`src/rtl/gfx_frag_mask.sv`:
```
// gfx_frag_mask
// -----------------------------------------------------------------------------
// Fragment coverage-mask store: one bit per linear pixel, packed into
// WORD_BITS-wide RAM words. Single-bit writes from the clear/mask-write stage
// are applied by a two-stage read-modify-write (W0: RAM read, W1: merge and
// write). Point queries from the fragment stage share the RAM read port and
// are answered with forwarding from a last-written-word register, so a query
// always sees every write accepted before it.
//
// Ports
//   clk                   clock
//   rst_n                 asynchronous active-low reset
//   frag_mask_write       write strobe, never back-pressured
//   frag_mask_set         value written to the addressed bit
//   frag_mask_write_addr  linear pixel address of the write
//   query_valid           query request for the bit at query_addr
//   query_addr            linear pixel address of the query
//   query_ready           query accepted when query_valid && query_ready
//   result_valid          one-cycle pulse, result_mask valid
//   result_mask           stored bit for the accepted query
//   busy                  a write occupies W0 or W1
//
// Configuration macros
//   GFX_LINEAR_RES          number of linear pixels (default 1024 if unset)
//   GFX_MASK_RESULT_REG_EN  adds an output register on result_valid and
//                           result_mask (query latency 2 instead of 1)
// -----------------------------------------------------------------------------
`ifndef GFX_LINEAR_RES
`define GFX_LINEAR_RES 1024
`endif

module gfx_frag_mask #(
  parameter int WORD_BITS = 32
) (
  input  logic                                 clk,
  input  logic                                 rst_n,
  input  logic                                 frag_mask_write,
  input  logic                                 frag_mask_set,
  input  logic [$clog2(`GFX_LINEAR_RES)-1:0]   frag_mask_write_addr,
  input  logic                                 query_valid,
  input  logic [$clog2(`GFX_LINEAR_RES)-1:0]   query_addr,
  output logic                                 query_ready,
  output logic                                 result_valid,
  output logic                                 result_mask,
  output logic                                 busy
);

  localparam int AW    = $clog2(`GFX_LINEAR_RES);
  localparam int BW    = $clog2(WORD_BITS);
  localparam int WW    = AW - BW;
  localparam int DEPTH = `GFX_LINEAR_RES / WORD_BITS;

  // Storage (not reset) and its registered read data
  logic [WORD_BITS-1:0] mem_q [DEPTH];
  logic [WORD_BITS-1:0] ram_rdata_q;

  // Address split and read-port arbitration
  logic [WW-1:0]        wr_word_s;
  logic [BW-1:0]        wr_bit_s;
  logic [WW-1:0]        qa_word_s;
  logic [BW-1:0]        qa_bit_s;
  logic [WW-1:0]        rd_word_s;
  logic                 q_accept_s;

  // W1 stage (write accepted last cycle)
  logic                 w1_valid_q, w1_valid_d;
  logic [WW-1:0]        w1_word_q,  w1_word_d;
  logic [BW-1:0]        w1_bit_q,   w1_bit_d;
  logic                 w1_set_q,   w1_set_d;
  logic                 w1_fwd_s;
  logic [WORD_BITS-1:0] w1_old_s;
  logic [WORD_BITS-1:0] w1_sel_s;
  logic [WORD_BITS-1:0] w1_new_s;

  // Last-written word, used to forward data the RAM cannot yet return
  logic                 lw_valid_q, lw_valid_d;
  logic [WW-1:0]        lw_word_q,  lw_word_d;
  logic [WORD_BITS-1:0] lw_data_q,  lw_data_d;

  // Query stage (query accepted last cycle)
  logic                 q_valid_q, q_valid_d;
  logic [WW-1:0]        q_word_q,  q_word_d;
  logic [BW-1:0]        q_bit_q,   q_bit_d;
  logic                 q_fwd_s;
  logic [WORD_BITS-1:0] q_data_s;
  logic                 q_bit_val_s;

  assign wr_word_s  = frag_mask_write_addr[AW-1:BW];
  assign wr_bit_s   = frag_mask_write_addr[BW-1:0];
  assign qa_word_s  = query_addr[AW-1:BW];
  assign qa_bit_s   = query_addr[BW-1:0];

  // Writes own the read port whenever they are present.
  assign query_ready = ~frag_mask_write;
  assign q_accept_s  = query_valid & ~frag_mask_write;
  assign busy        = frag_mask_write | w1_valid_q;

  // Read-port address: the write's word in W0, otherwise the query's word
  always_comb begin
    rd_word_s = qa_word_s;
    if (frag_mask_write) begin
      rd_word_s = wr_word_s;
    end else begin
      rd_word_s = qa_word_s;
    end
  end

  // W1 merge: forward from lw when the RAM read was issued before the
  // previous write to this word landed, then replace the addressed bit
  always_comb begin
    w1_fwd_s = lw_valid_q && (lw_word_q == w1_word_q);
    w1_old_s = w1_fwd_s ? lw_data_q : ram_rdata_q;
    w1_sel_s = {{(WORD_BITS-1){1'b0}}, 1'b1} << w1_bit_q;
    if (w1_set_q) begin
      w1_new_s = w1_old_s | w1_sel_s;
    end else begin
      w1_new_s = w1_old_s & ~w1_sel_s;
    end
  end

  // Query result select: lw holds every write that the RAM read missed
  always_comb begin
    q_fwd_s     = lw_valid_q && (lw_word_q == q_word_q);
    q_data_s    = q_fwd_s ? lw_data_q : ram_rdata_q;
    q_bit_val_s = q_data_s[q_bit_q];
  end

  // Next-state for the write pipeline, lw register and query stage
  always_comb begin
    w1_valid_d = frag_mask_write;
    w1_word_d  = w1_word_q;
    w1_bit_d   = w1_bit_q;
    w1_set_d   = w1_set_q;
    if (frag_mask_write) begin
      w1_word_d = wr_word_s;
      w1_bit_d  = wr_bit_s;
      w1_set_d  = frag_mask_set;
    end else begin
      w1_word_d = w1_word_q;
      w1_bit_d  = w1_bit_q;
      w1_set_d  = w1_set_q;
    end

    lw_valid_d = lw_valid_q;
    lw_word_d  = lw_word_q;
    lw_data_d  = lw_data_q;
    if (w1_valid_q) begin
      lw_valid_d = 1'b1;
      lw_word_d  = w1_word_q;
      lw_data_d  = w1_new_s;
    end else begin
      lw_valid_d = lw_valid_q;
      lw_word_d  = lw_word_q;
      lw_data_d  = lw_data_q;
    end

    q_valid_d = q_accept_s;
    q_word_d  = q_word_q;
    q_bit_d   = q_bit_q;
    if (q_accept_s) begin
      q_word_d = qa_word_s;
      q_bit_d  = qa_bit_s;
    end else begin
      q_word_d = q_word_q;
      q_bit_d  = q_bit_q;
    end
  end

  // Pipeline, lw and query-stage registers
  always_ff @(posedge clk or negedge rst_n) begin
    if (!rst_n) begin
      w1_valid_q  <= 1'b0;
      w1_word_q   <= {WW{1'b0}};
      w1_bit_q    <= {BW{1'b0}};
      w1_set_q    <= 1'b0;
      lw_valid_q  <= 1'b0;
      lw_word_q   <= {WW{1'b0}};
      lw_data_q   <= {WORD_BITS{1'b0}};
      q_valid_q   <= 1'b0;
      q_word_q    <= {WW{1'b0}};
      q_bit_q     <= {BW{1'b0}};
      ram_rdata_q <= {WORD_BITS{1'b0}};
    end else begin
      w1_valid_q  <= w1_valid_d;
      w1_word_q   <= w1_word_d;
      w1_bit_q    <= w1_bit_d;
      w1_set_q    <= w1_set_d;
      lw_valid_q  <= lw_valid_d;
      lw_word_q   <= lw_word_d;
      lw_data_q   <= lw_data_d;
      q_valid_q   <= q_valid_d;
      q_word_q    <= q_word_d;
      q_bit_q     <= q_bit_d;
      ram_rdata_q <= mem_q[rd_word_s];
    end
  end

  // RAM write port; reset clears w1_valid_q so an in-flight write is dropped
  always_ff @(posedge clk) begin
    if (w1_valid_q) begin
      mem_q[w1_word_q] <= w1_new_s;
    end
  end

`ifdef GFX_MASK_RESULT_REG_EN
  logic res_valid_q, res_valid_d;
  logic res_mask_q,  res_mask_d;

  // Output register stage: forwarding already resolved in the cycle before
  always_comb begin
    res_valid_d = q_valid_q;
    res_mask_d  = q_valid_q & q_bit_val_s;
  end

  // Registered result outputs
  always_ff @(posedge clk or negedge rst_n) begin
    if (!rst_n) begin
      res_valid_q <= 1'b0;
      res_mask_q  <= 1'b0;
    end else begin
      res_valid_q <= res_valid_d;
      res_mask_q  <= res_mask_d;
    end
  end

  assign result_valid = res_valid_q;
  assign result_mask  = res_mask_q;
`else
  assign result_valid = q_valid_q;
  assign result_mask  = q_valid_q & q_bit_val_s;
`endif

endmodule

```
`config.mk`:
```
export PLATFORM = sky130hd
export DESIGN_NAME = gfx_frag_mask
export DESIGN_NICKNAME = d
export VERILOG_FILES = /design/src/rtl/gfx_frag_mask.sv
export SDC_FILE = /design/constraint.sdc
export NUM_CORES = 1
export LEC_CHECK = 0
export BUFFER_PORTS_ARGS = -buffer_cell sky130_fd_sc_hd__buf_2
export CAP_MARGIN = 20
export CORE_MARGIN = 4
export CORE_UTILIZATION = 30
export DETAILED_ROUTE_END_ITERATION = 8
export PLACE_DENSITY = 0.55
export SLEW_MARGIN = 10
export SYNTH_ARGS = -nofsm -noshare
export SYNTH_HDL_FRONTEND = slang
export SYNTH_SLANG_ARGS = --single-unit
```
`constraint.sdc`:
```
create_clock -name clk -period 7.5 [get_ports clk]
set_input_delay 0.75 -clock clk [delete_from_list [all_inputs] [get_ports clk]]
set_output_delay 0.75 -clock clk [all_outputs]
set_load 0.05 [all_outputs]
```
==> results.tsv <==
metric	value	unit
cp_top_family	simple AND/OR/NAND/NOR gates	
grt_setup_unrepaired	no	
path_buf_inv	1	
grtUsageMet3	2.474	%
initial_core_util	30.26	%
arrival	4.05	ns
cts_setup_buffers	0	
hold_violations	0	
ys_seq_area_share	74.92	%
clkPwrFrac	39.5	%
synth_top_cell_by_area	edfxtp_1	
finalMaxSlewViolations	0	
reg2reg_depth	6	
fmax	208.3	MHz
required	6.75	ns
syn-cell-area	0.04415	mm^2
max_stage_delay	0.76	ns
ys_ff_latch	1117	
seq_power_share	50.4	%
worstPathMaxFanout	11	
final_nets	2474	
synth_most_common_cell	edfxtp_1	
drt_pass1_iterations	5	
drtAntennaViolNets	0	
die_x	391.6	um
cts_tree	built	
combPwrFrac	10.1	%
overflow	0	
min_path_type	in2reg	
cts-buffers-inserted	110	
syn-num-nets	2395	
coreArea	0.1459	mm^2
synth_edf_count	1024	
synthTopCellsByArea	edfxtp_1 70%, mux4_2 13%, dfrtp_1 5.3%	
leakage	16.39	nW
routabilityCongestion	0.8425	
ys.flop_type	edfxtp_1	
hold_buffers	1	
met2_usage	24.98	%
cts_htree_levels	3	
crit_chain	xnor2_1 -> nand4_1 -> nor2_1 -> a2111oi_0 -> a22o_1 -> nor4_1 -> a32o_1 -> buf_2	
relSlewSlack	28.96	%
timing_worst_setup_path_type	reg2out	
worst_slack	2.698	ns
ctsRootBufferMaster	clkbuf_16	
endpoint_kind	output port	
placed_area	0.04708	mm^2
cp-start-kind	register	
viasPerCell	5.218	
die_area	0.1534	mm^2
syn_to_final_growth	15.60	%
max_cap_violations	0	
cts.sink_count	1117	
worstMarginPinSlew	1.066	ns
post-route-util	34.98	%
postSynthCellCount	2370	
rrSetupSlack	4.22	ns
clk_latency	0.67	ns
antenna_found_initial	3	
io_buffers	28	
holdPathEnd	w1_bit_q[4]$_DFFE_PN0P_	
hpwl	64100	um
post-route-cell-area	0.05104	mm^2
synth_warnings	0	
cts_buffer_depth	3	
finalSetupViolCount	0	
ys_top_cells_by_count	1,024 x edfxtp_1, 321 x nand2_1, 260 x mux4_2	
dp_slack	3.216	ns
fin_tns_setup	0	ns
vias	23260	
status	finished, final reports clean	
hold_depth	2	
wl_per_cell	26.75	um
die_y	391.6	um
r2r-start	w1_word_q[4]$_DFFE_PN0P_	
fin_crit_sh	64.02	%
rr_endpoint	mem_q[18][8]$_DFFE_PP_	
avgSynthCellArea	18.63	um^2
drt_iter0_markers	2322	
grt_use_met1	22.12	%
num_antenna_cells	0	
power_density	290.1	mW/mm^2
holdCritStartpoint	frag_mask_write_addr[4]	
fin_crit	4.802	ns
power_switching	3.470	mW
rows	140	
internal_power	11.34	mW
grt_pass1_wl	173200	um
critPathSlowestCell	nor2_1	
busiest_layer	met2	
ir_worst_vdd	0.0001582	V
cts_resized	0	
yosysUniqueCellTypes	61	
drc	0	
fin_skew	0.02971	ns
grt_pass1_vias	23830	
grt_usage	15.51	%
drive_gt1_share	26.09	%
clk_pin_slew	0.07	ns
io_pins	29	
synth.top_cell.area_share	69.65	%
async_flop_share	8.326	%
swShare	23.43	%
wl	119200	um
grt_max_degree	150	
power groups by stage:
stage / Clock (mW) / Sequential (mW) / Combinational (mW)
after CTS: 5.95 / 7.47 / 1.49
after global placement: 0 / 7.59 / 1.44
after floorplan: 0 / 7.52 / 0.942
after global routing: 6.23 / 7.48 / 1.62
after detailed placement: 0 / 7.60 / 1.49
final: 5.85 / 7.46 / 1.50
worst max-delay path by stage:
stage / from / endpoint / slack, ns / cells after the start
after floorplan: w1_word_q[2]$_DFFE_PN0P_ / mem_q[0][27]$_DFFE_PP_ / 4.27 / 7
after global placement: frag_mask_write / ram_rdata_q[13]$_DFF_PN0_ / 3.28 / 10
after detailed placement: frag_mask_write / ram_rdata_q[13]$_DFF_PN0_ / 3.22 / 10
after CTS: lw_word_q[0]$_DFFE_PN0P_ / result_mask / 2.75 / 8
after global routing: lw_word_q[0]$_DFFE_PN0P_ / result_mask / 2.47 / 8
final: q_word_q[0]$_DFFE_PN0P_ / result_mask / 2.70 / 8
cell usage in the layout (no fill, tap or decap), types with 4 or more instances in the layout:
cell	count
a2111oi_0	6
a21boi_0	6
a21oi_1	7
a21oi_2	10
a21oi_4	7
a221oi_1	6
buf_2	28
buf_4	72
bufinv_16	21
clkbuf_1	21
clkbuf_16	113
clkbuf_8	7
clkinv_1	12
clkinv_2	23
clkinvlp_4	5
dfrtp_1	92
edfxtp_1	1024
inv_1	13
mux2_2	54
mux2i_1	27
mux4_2	260
nand2_1	321
nand2b_1	4
nand3_1	176
nor2_1	27
nor2_4	32
nor2b_1	11
nor3_1	13
nor4_1	11
o21ai_0	17
o21ai_1	28
o21ai_2	4
or3_1	5
xnor2_1	6
xor2_1	4
cell type report:
cell class	instances	area (um^2)
clock buffer	141	3003
inverter	13	48.80
sequential	1117	33080
timing repair buffer	109	834.6
multi-input combinational	1098	10830
clock inverter	63	845.8
fill	13480	94880
tap	1917	2399
cells by family (layout without fill, tap and decap cells):
logic type	count (synthesis)	count (layout)	synth area share, %
buffers and inverters	155	326	1.618
and+or+nand+nor	623	623	6.220
muxes	344	344	15.32
xor gates and xnor gates	10	10	0.1984
AOI/OAI and AO/OA	121	121	1.726
DFF	1117	1117	74.92
through the flow:
stage	cells	total power [mW]	hold slack (ns)
2_1_floorplan	2370	8.460	0.4544
3_3_place_gp	4247	9.021	0.5036
3_5_place_dp	4249	9.084	0.5215
4_1_cts	4454	14.91	0.2774
5_1_grt	4458	15.32	0.3061
6_report	4458	14.81	0.3218
registers in the layout (all words and copies together) (netlist names), 5 cells and up:
register     flops
mem_q         1024
ram_rdata_q     32
lw_word_q        5
q_bit_q          5
q_word_q         5
w1_bit_q         5
lw_data_q       32
w1_word_q        5
metal layers:
layer | vias to the layer above | wire length, um
met4 | 0 | 2475
met3 | 140 | 7910
met2 | 882 | 56590
met1 | 12650 | 52280
met5 | - | 0
li1 | 9594 | -
No activity file was read; power rests on OpenSTA's default activity.
